--- config.mk ---
export PLATFORM = sky130hd
export DESIGN_NAME = exposure_sequencer
export DESIGN_NICKNAME = d
export VERILOG_FILES = /design/src/rtl/exposure_sequencer_pkg.sv /design/src/rtl/exposure_sequencer_exp_write_list.sv /design/src/rtl/exposure_sequencer.sv
export SDC_FILE = /design/constraint.sdc
export NUM_CORES = 1
export LEC_CHECK = 0
export ABC_AREA = 0
export BUFFER_PORTS_ARGS = -buffer_cell sky130_fd_sc_hd__buf_2
export CAP_MARGIN = 20
export CORE_UTILIZATION = 50
export CTS_CLUSTER_DIAMETER = 50
export CTS_CLUSTER_SIZE = 8
export DETAILED_ROUTE_END_ITERATION = 8
export PLACE_DENSITY = 0.78
export SYNTH_ARGS = -nofsm -noshare
export SYNTH_HDL_FRONTEND = slang
export SYNTH_SLANG_ARGS = --single-unit
--- constraint.sdc ---
create_clock -name p_clk -period 2 [get_ports p_clk]
set_input_delay 0.4 -clock p_clk [delete_from_list [all_inputs] [get_ports p_clk]]
set_output_delay 0.4 -clock p_clk [all_outputs]
set_load 0.03 [all_outputs]
--- src/rtl/exposure_sequencer_pkg.sv ---
`default_nettype none
// ============================================================================
// Module      : exposure_sequencer_pkg
// Description : OV7670 register map, sequencer state type and exposure table
//               type shared by the exposure sequencer files.
// Revision    : 1.0 - initial release
// ============================================================================
package exposure_sequencer_pkg;

    localparam logic [7:0] c_ADDR_COM1  = 8'h04;
    localparam logic [7:0] c_ADDR_AECHH = 8'h07;
    localparam logic [7:0] c_ADDR_AECH  = 8'h10;
    localparam logic [7:0] c_ADDR_COM8  = 8'h13;

    typedef enum logic [1:0] {
        IDLE  = 2'd0,
        ISSUE = 2'd1,
        WAIT  = 2'd2,
        NEXT  = 2'd3
    } state_t;

    // Entry 0 is the short exposure, entry 2 the long one.
    typedef logic [2:0][15:0] exp_table_t;

    function automatic logic [1:0] next_index(input logic [1:0] idx);
        return (idx >= 2'd2) ? 2'd0 : idx + 2'd1;
    endfunction

endpackage
`default_nettype wire

--- src/rtl/exposure_sequencer_exp_write_list.sv ---
`default_nettype none
// ============================================================================
// Module      : exp_write_list
// Description : Maps the active job (mode or exposure), target index and write
//               counter to the SCCB register address/data and last-entry flag.
// Revision    : 1.0 - initial release
// ============================================================================
module exp_write_list
    import exposure_sequencer_pkg::*;
#(
    parameter exp_table_t EXP_TABLE   = '0,
    parameter logic [7:0] COM8_MANUAL = 8'h8E,
    parameter logic [7:0] COM8_AUTO   = 8'h8F
) (
    input  logic       i_is_exp,
    input  logic [1:0] i_target,
    input  logic       i_mode_manual,
    input  logic [1:0] i_wr_cnt,
    output logic [7:0] o_addr,
    output logic [7:0] o_data,
    output logic       o_last
);

    logic [15:0] w_aec;

    always_comb begin
        case (i_target)
            2'd1:    w_aec = EXP_TABLE[1];
            2'd2:    w_aec = EXP_TABLE[2];
            default: w_aec = EXP_TABLE[0];
        endcase
    end

    always_comb begin
        o_addr = c_ADDR_COM8;
        o_data = i_mode_manual ? COM8_MANUAL : COM8_AUTO;
        o_last = 1'b1;
        if (i_is_exp) begin
            case (i_wr_cnt)
                2'd0: begin
                    o_addr = c_ADDR_AECHH;
                    o_data = {2'b00, w_aec[15:10]};
                    o_last = 1'b0;
                end
                2'd1: begin
                    o_addr = c_ADDR_AECH;
                    o_data = w_aec[9:2];
                    o_last = 1'b0;
                end
                default: begin
                    o_addr = c_ADDR_COM1;
                    o_data = {6'b000000, w_aec[1:0]};
                    o_last = 1'b1;
                end
            endcase
        end
    end

endmodule
`default_nettype wire

--- src/rtl/exposure_sequencer.sv ---
`default_nettype none
// ============================================================================
// Module      : exposure_sequencer
// Description : HDR exposure stepper; writes COM8 mode changes and AEC table
//               steps to the camera through a single-request SCCB master.
// Revision    : 1.0 - initial release
// ============================================================================
module exposure_sequencer
    import exposure_sequencer_pkg::*;
#(
    parameter logic [15:0] EXP_SHORT   = 16'h0040,
    parameter logic [15:0] EXP_MID     = 16'h0180,
    parameter logic [15:0] EXP_LONG    = 16'h0600,
    parameter logic [7:0]  COM8_MANUAL = 8'h8E,
    parameter logic [7:0]  COM8_AUTO   = 8'h8F
) (
    input  logic       p_clk,
    input  logic       rst_n,
    input  logic       hdr_en,
    input  logic       take_pic,
    input  logic       change_exp,
    input  logic       sccb_ack,
    output logic       sccb_req,
    output logic [7:0] sccb_addr,
    output logic [7:0] sccb_data,
    output logic [1:0] exp_index,
    output logic       busy,
    output logic       overrun
);

    localparam exp_table_t c_EXP_TABLE = {EXP_LONG, EXP_MID, EXP_SHORT};

    state_t     r_state;
    state_t     w_state_nxt;
    logic       r_hdr_q;
    logic       r_mode_pend;
    logic       r_exp_pend;
    logic       r_overrun;
    logic       r_cancel;
    logic       r_is_exp;
    logic       r_mode_manual;
    logic [1:0] r_exp_index;
    logic [1:0] r_target;
    logic [1:0] r_wr_cnt;

    logic       w_rise;
    logic       w_fall;
    logic       w_exp_req;
    logic       w_load_mode;
    logic       w_load_exp;
    logic       w_step_done;
    logic       w_req;
    logic       w_last;
    logic [7:0] w_addr;
    logic [7:0] w_data;

    assign w_rise    = hdr_en & ~r_hdr_q;
    assign w_fall    = ~hdr_en & r_hdr_q;
    assign w_exp_req = change_exp & ~take_pic & hdr_en;

    // A step cancelled by an hdr_en fall still finishes its writes but leaves
    // exp_index at 0.
    assign w_step_done = (r_state == WAIT) && sccb_ack && w_last && r_is_exp && !r_cancel;

    exp_write_list #(
        .EXP_TABLE   (c_EXP_TABLE),
        .COM8_MANUAL (COM8_MANUAL),
        .COM8_AUTO   (COM8_AUTO)
    ) u_write_list (
        .i_is_exp      (r_is_exp),
        .i_target      (r_target),
        .i_mode_manual (r_mode_manual),
        .i_wr_cnt      (r_wr_cnt),
        .o_addr        (w_addr),
        .o_data        (w_data),
        .o_last        (w_last)
    );

    always_comb begin
        w_state_nxt = r_state;
        w_load_mode = 1'b0;
        w_load_exp  = 1'b0;
        case (r_state)
            IDLE: begin
                if (r_mode_pend) begin
                    w_load_mode = 1'b1;
                    w_state_nxt = ISSUE;
                end else if (r_exp_pend) begin
                    w_load_exp  = 1'b1;
                    w_state_nxt = ISSUE;
                end
            end
            ISSUE: w_state_nxt = WAIT;
            WAIT: begin
                if (sccb_ack) begin
                    w_state_nxt = NEXT;
                end
            end
            NEXT: w_state_nxt = w_last ? IDLE : ISSUE;
            default: w_state_nxt = IDLE;
        endcase
    end

    always_ff @(posedge p_clk or negedge rst_n) begin
        if (!rst_n) begin
            r_state       <= IDLE;
            r_hdr_q       <= 1'b0;
            r_mode_pend   <= 1'b0;
            r_exp_pend    <= 1'b0;
            r_overrun     <= 1'b0;
            r_cancel      <= 1'b0;
            r_is_exp      <= 1'b0;
            r_mode_manual <= 1'b0;
            r_exp_index   <= 2'd0;
            r_target      <= 2'd0;
            r_wr_cnt      <= 2'd0;
        end else begin
            r_state <= w_state_nxt;
            r_hdr_q <= hdr_en;

            if (w_rise || w_fall) begin
                r_mode_pend <= 1'b1;
            end else if (w_load_mode) begin
                r_mode_pend <= 1'b0;
            end

            // exp_pend is a one-deep queue: it is consumed when the step is
            // loaded, so one further request may wait behind a running step.
            if (w_exp_req) begin
                r_exp_pend <= 1'b1;
            end else if (w_fall || w_load_exp) begin
                r_exp_pend <= 1'b0;
            end

            if (w_exp_req && r_exp_pend && !w_load_exp) begin
                r_overrun <= 1'b1;
            end

            if (w_fall) begin
                r_cancel <= 1'b1;
            end else if (w_load_mode || w_load_exp) begin
                r_cancel <= 1'b0;
            end

            if (w_fall) begin
                r_exp_index <= 2'd0;
            end else if (w_step_done) begin
                r_exp_index <= r_target;
            end

            if (w_load_mode || w_load_exp) begin
                r_is_exp      <= w_load_exp;
                r_target      <= next_index(r_exp_index);
                r_mode_manual <= r_hdr_q;
                r_wr_cnt      <= 2'd0;
            end else if (r_state == NEXT && !w_last) begin
                r_wr_cnt <= r_wr_cnt + 2'd1;
            end
        end
    end

    // Bus outputs decode straight from state so reset removes them at once.
    assign w_req     = (r_state == ISSUE) || (r_state == WAIT);
    assign sccb_req  = w_req;
    assign sccb_addr = w_req ? w_addr : 8'h00;
    assign sccb_data = w_req ? w_data : 8'h00;
    assign exp_index = r_exp_index;
    assign busy      = (r_state != IDLE);
    assign overrun   = r_overrun;

endmodule
`default_nettype wire

* Yosys cells after proc, flatten, opt, wreduce, memory -nomap -nowiden *
Cells that the tools add are included.

operators by class
  $add $sub $neg = 2
  order comparisons = 1
  eq/ne operators = 8
  multiplexer cells = 31
  bitwise logic cells = 7
  reduce and logical (&&, ||, !) cells = 24

operator list
  kind                 count
  $mux 8               4
  $pmux 11 s2          1
  $mux 2               8
  $pmux 8 s2           1
  $mux 1               15
  $reduce_bool 2->1    6
  $pmux 5 s2           1
  $pmux 2 s4           1
  $logic_and 1x1->1    7
  $eq 2x1->1 const B   3
  $eq 2x2->1 const B   3
  $add 2x1->2 const B  2
  $and 1x1->1          4
  $logic_not 2->1      2
  $logic_or 1x1->1     4
  $logic_not 1->1      3
  $ne 3x3->1 const B   1
  $not 1->1            3
  $ge 2x2->1 const B   1
  $ne 2x2->1 const B   1
  $reduce_and 2->1     1
  $reduce_or 2->1      1

storage, ports and cells
  flip-flop bits (word level) = 15
  input port bits = 6
  output and inout bits = 21
  logic and storage cells = 84

* Depth between registers and ports, before layout *
  depth after elaboration = 9
  mapped depth = 5
  gate-level depth less buffers = 5

* Hierarchy *
From an unflattened synthesis, not the netlist that was laid out.

unflattened totals
  cells, all modules = 105
  area, all modules = 982.2 sq um

by module, submodules not included
  module              instances  cells an instance  area each (sq um)  sequential area each (sq um)
  exposure_sequencer  1          79                 814.5              375.4
  exp_write_list      1          26                 167.7              0.0

* Least setup slack after synthesis *
Ideal clock, no wire load.

  path type = flip-flop to output port
  from = reg r_state[1]
  to = out sccb_data[7]
  data arrival time = 2.311 ns
  data required time = 1.600 ns
  setup slack = -0.711 ns
  cell stages (with the launch flop) = 5
  buffers on the path = 0
  cell sequence = dfrtp_1 inv_1 ha_1 a21boi_0 nor2b_1

between the ends
  cells in the longest elaborated chain, start to end = 3
  elaborated cells between the ends (all ways) = 4
  those cells by class = eq/ne (2); mux (1); reduce/logical (1)

RTL lines
  element                                          line                       text
  start, declared                                  exposure_sequencer.sv:33   state_t r_state;
  start signal, assigned                           exposure_sequencer.sv:118  r_state <= w_state_nxt;
  $eq 2x1->1 / $eq 2x2->1 (equally long branches)  exposure_sequencer.sv:163  assign w_req = (r_state == ISSUE) || (r_state == WAIT);
  $logic_or 1x1->1 *                               exposure_sequencer.sv:163
  named net sccb_req                               exposure_sequencer.sv:23   output logic sccb_req,
  $mux 8 *                                         exposure_sequencer.sv:166  assign sccb_data = w_req ? w_data : 8'h00;
  end, declared                                    exposure_sequencer.sv:25   output logic [7:0] sccb_data,

The timed path passes the listed nets; every way through them passes the cells marked *.

* Worst setup path after layout *
  from = reg r_wr_cnt[1]
  to = out sccb_data[0]

between the ends
  cells in the longest elaborated chain, start to end = 4
  elaborated cells between the ends (all ways) = 5
  those cells by class = eq/ne (1); mux (3); reduce/logical (1)

RTL lines
  element                                               line                                     text
  start, declared                                       exposure_sequencer.sv:44                 logic [1:0] r_wr_cnt;
  start signal, assigned                                exposure_sequencer.sv:157                r_wr_cnt <= r_wr_cnt + 2'd1;
  $eq 2x1->1 / $logic_not 2->1 (equally long branches)  exposure_sequencer_exp_write_list.sv:39  case (i_wr_cnt)
  $pmux 8 s2 *                                          exposure_sequencer_exp_write_list.sv:39
  $mux 8 *                                              exposure_sequencer_exp_write_list.sv:38  if (i_is_exp) begin
  $mux 8 *                                              exposure_sequencer.sv:166

Every way passes the cells marked *; elsewhere a longest branch is shown, timed or not.

==> results.py <==
metrics = {
    "worst_setup_path": {
        "required_ns": 1.60,
        "setup.worst_path.start": "r_wr_cnt[1]$_DFFE_PN0P_",
        "worst_setup_path_end_kind": "output pin",
        "cp_cell_sequence": "inv_2 > ha_4 > nand2b_4 > and2_4 > nor3b_4 > buf_6",
        "worstPathArrival_ns": 1.57,
        "cpMaxStageDelayCell": "dfrtp_1",
        "crit_path_max_incr_delay_ns": 0.40,
        "worst-path-buf-inv": 2,
        "crit_family": "simple AND/OR/NAND/NOR gates",
        "cp-endpoint": "sccb_data[0]",
        "critPathKind": "reg2out",
        "r2r_end": "r_state[0]$_DFFE_PN0P_",
        "r2r_cells": 5,
        "crit_cells": 6,
        "rr_startpoint": "r_wr_cnt[0]$_DFFE_PN0P_",
        "r2r_slack_ns": 0.46,
        "start_kind": "register",
        "crit_fanout": 3,
    },
    "power": {
        "clkPwrFrac_pct": 7.9,
        "intPower_mw": 1.084,
        "power_mw": 2.201,
        "power.density_nw_per_um2": 1795,
        "swShare_pct": 50.74,
        "p_leak_nw": 0.6100,
        "p_seq_share_pct": 22.5,
        "max-vdd-ir-drop_mv": 1.070,
        "combinationalPowerShare_pct": 69.7,
        "switchingPower_mw": 1.117,
    },
    "logic_synthesis": {
        "synth.top_cell.area_share_pct": 39.58,
        "yosysUniqueCellTypes": 31,
        "synth.top_cells.by_area": "dfrtp_1 40%, ha_1 13%, buf_4 6.3%, inv_1 4.7%, nand2b_1 3.3%",
        "synth_warnings": 0,
        "synthCells": 94,
        "synth_area_um2": 948.4,
        "yosysSeqAreaShare_pct": 39.58,
        "syn_avg_cell_area_um2": 10.09,
        "synth_seq_cells": 15,
        "synth_top_area_cell": "dfrtp_1",
    },
    "timing": {
        "holdWs_ns": 0.2359,
        "setup_viol": 0,
        "setup_ws_ns": 0.02929,
        "max_freq_mhz": 507.4,
        "min_period_ns": 1.971,
        "skew_ns": 0.01176,
        "slew_viol_final": 0,
        "rsz0062_at_grt": "yes",
        "hold_viol_final": 0,
        "final.period_utilization_pct": 98.54,
    },
    "place": {
        "portBuffers": 22,
        "place_congestion": 0.7298,
        "dp_slack_ns": 0.1969,
        "place_hpwl_um": 1478,
    },
    "cts": {
        "clk_pin_slew_ns": 0.10,
        "clk-insertion-delay-late_ns": 0.29,
        "root_buffer": "clkbuf_4",
        "clockBufferDepth": 2,
        "cts_tree": "yes",
        "cts_buffers": 3,
        "htreeDepth": 1,
        "cts_sinks": 15,
    },
    "routing": {
        "vias": 725,
        "final_antenna_net_count": 0,
        "routed_wl_um": 2083,
        "avgViaCountPerCell": 4.899,
        "wire_per_inst_um": 14.07,
        "dr.pass1.iters": 2,
        "drt-initial-drc-count": 12,
        "drcViolationCount": 0,
    },
    "floorplan": {
        "ios": 27,
        "die_area_um2": 2075,
        "die_width_um": 45.55,
        "chipHeight_um": 45.55,
        "fp-row-count": 15,
        "start_util_pct": 54.34,
        "core_um2": 1745,
    },
    "finish": {
        "regArea_um2": 375.4,
        "nets": 140,
        "area_delta_synth_final_pct": 29.29,
        "n_antenna_cell": 0,
        "fillers": 132,
        "drive_gt1_share_pct": 43.90,
        "multiInputGateArea_um2": 560.5,
        "utilization_pct": 70.25,
        "final_common_cell": "buf_2",
        "final_cell_mix": "18 x buf_2, 15 x dfrtp_1, 9 x buf_4",
    },
    "grt": {
        "antenna_found_initial": 0,
        "grt_usage_pct": 23.31,
        "grt_max_degree": 16,
        "grt-ovfl-total": 0,
        "grt_use_met3_pct": 3.571,
        "met1_usage_pct": 26.08,
        "grt_pass1_vias": 728,
        "grt-busiest-layer": "met2",
        "grt_pass1_wl_um": 3284,
        "use_met2_pct": 42.57,
    },
    "worst_hold_path": {
        "holdCritPathClass": "in2reg",
    },
    "flow_run": {
        "cap_violations": 0,
    },
    "run_status": {
        "status": "finished clean",
    },
}
[cell usage after synthesis]
cell type  number
nor2b_1         3
xnor2_1         1
o211a_1         1
and2b_1         2
o41ai_1         2
or3b_1          1
conb_1          1
and2_1          1
a21boi_0        1
nand3b_1        1
o21bai_1        1
o21ai_0         4
o21ai_1         1
mux2_2          1
ha_1           10
mux2i_1         3
nor4_4          1
nand2_1         2
nor3b_1         1
nor2_1          7
mux2_4          1
nand2b_1        5
or3_1           1
a21o_2          1
dfrtp_1        15
a21oi_1         2
nor3_1          2
nor3b_2         1
inv_1          12
buf_4           8
o21ai_2         1
[layer usage]
| metal | up-vias | routed length (µm) |
|---|---|---|
| met5 | - | 0 |
| met1 | 341 | 798 |
| met2 | 25 | 1172 |
| met3 | 4 | 71 |
| li1 | 355 | - |
| met4 | 0 | 40 |
[registers in the layout (all words and copies together) (netlist names)]
signal	cells
exp_index	2
r_state	2
r_target	2
r_wr_cnt	2
overrun	1
r_cancel	1
r_exp_pend	1
r_hdr_q	1
r_is_exp	1
r_mode_manual	1
r_mode_pend	1
[cell families after synthesis]
kind of cell    Yosys count  synth area share [%]
compound gates           14                 10.03
xor+xnor                  1                0.9237
fa+ha+maj                10                 13.19
buf+inv                  20                 11.08
flops                    15                 39.58
mux                       5                 5.936
other cells               1                0.3954
simple gates             28                 18.87
[worst min path at each step]
stage,from,endpoint,cells after the start
CTS,hdr_en,r_hdr_q$_DFF_PN0_,1
floorplan,rst_n,exp_index[0]$_DFFE_PN0P_,0
global route,hdr_en,r_hdr_q$_DFF_PN0_,1
detailed placement,rst_n,r_target[1]$_DFFE_PN0P_,1
global placement,rst_n,r_target[1]$_DFFE_PN0P_,1
finish,hdr_en,r_hdr_q$_DFF_PN0_,1
[stage by stage]
step / std cells / setup TNS, ns / cell area (µm²)
after floorplan: 97 / -0.09664 / 997.2
after global placement: 136 / 0 / 1079
after detailed placement: 136 / 0 / 1079
after CTS: 145 / 0 / 1165
after global routing: 148 / -0.04035 / 1226
final: 148 / 0 / 1226
[layout make-up]
type,instances,share of cell area [%]
Clock inverter,1,0.4082
Inverter,12,3.673
Multi-Input combinational cell,62,45.71
Tap cell,25,2.551
Clock buffer,3,1.837
Timing Repair Buffer,30,15.20
Sequential cell,15,30.61
[power by group through the flow]
stage,logic (mW),registers (mW),clock network (mW)
6_report,1.53,0.494,0.174
5_1_grt,1.66,0.506,0.202
2_1_floorplan,1.08,0.490,0
3_5_place_dp,1.29,0.508,0
3_3_place_gp,1.26,0.495,0
4_1_cts,1.40,0.486,0.179
[timing repair]
action	CTS	global route
resized for setup	6	13
pin swaps	0	1
hold buffers	1	0
hold endpoints to repair	9	0
endpoints found under the setup margin	6	6
buffers inserted	4	3
Power figures use the tool's default switching activity.
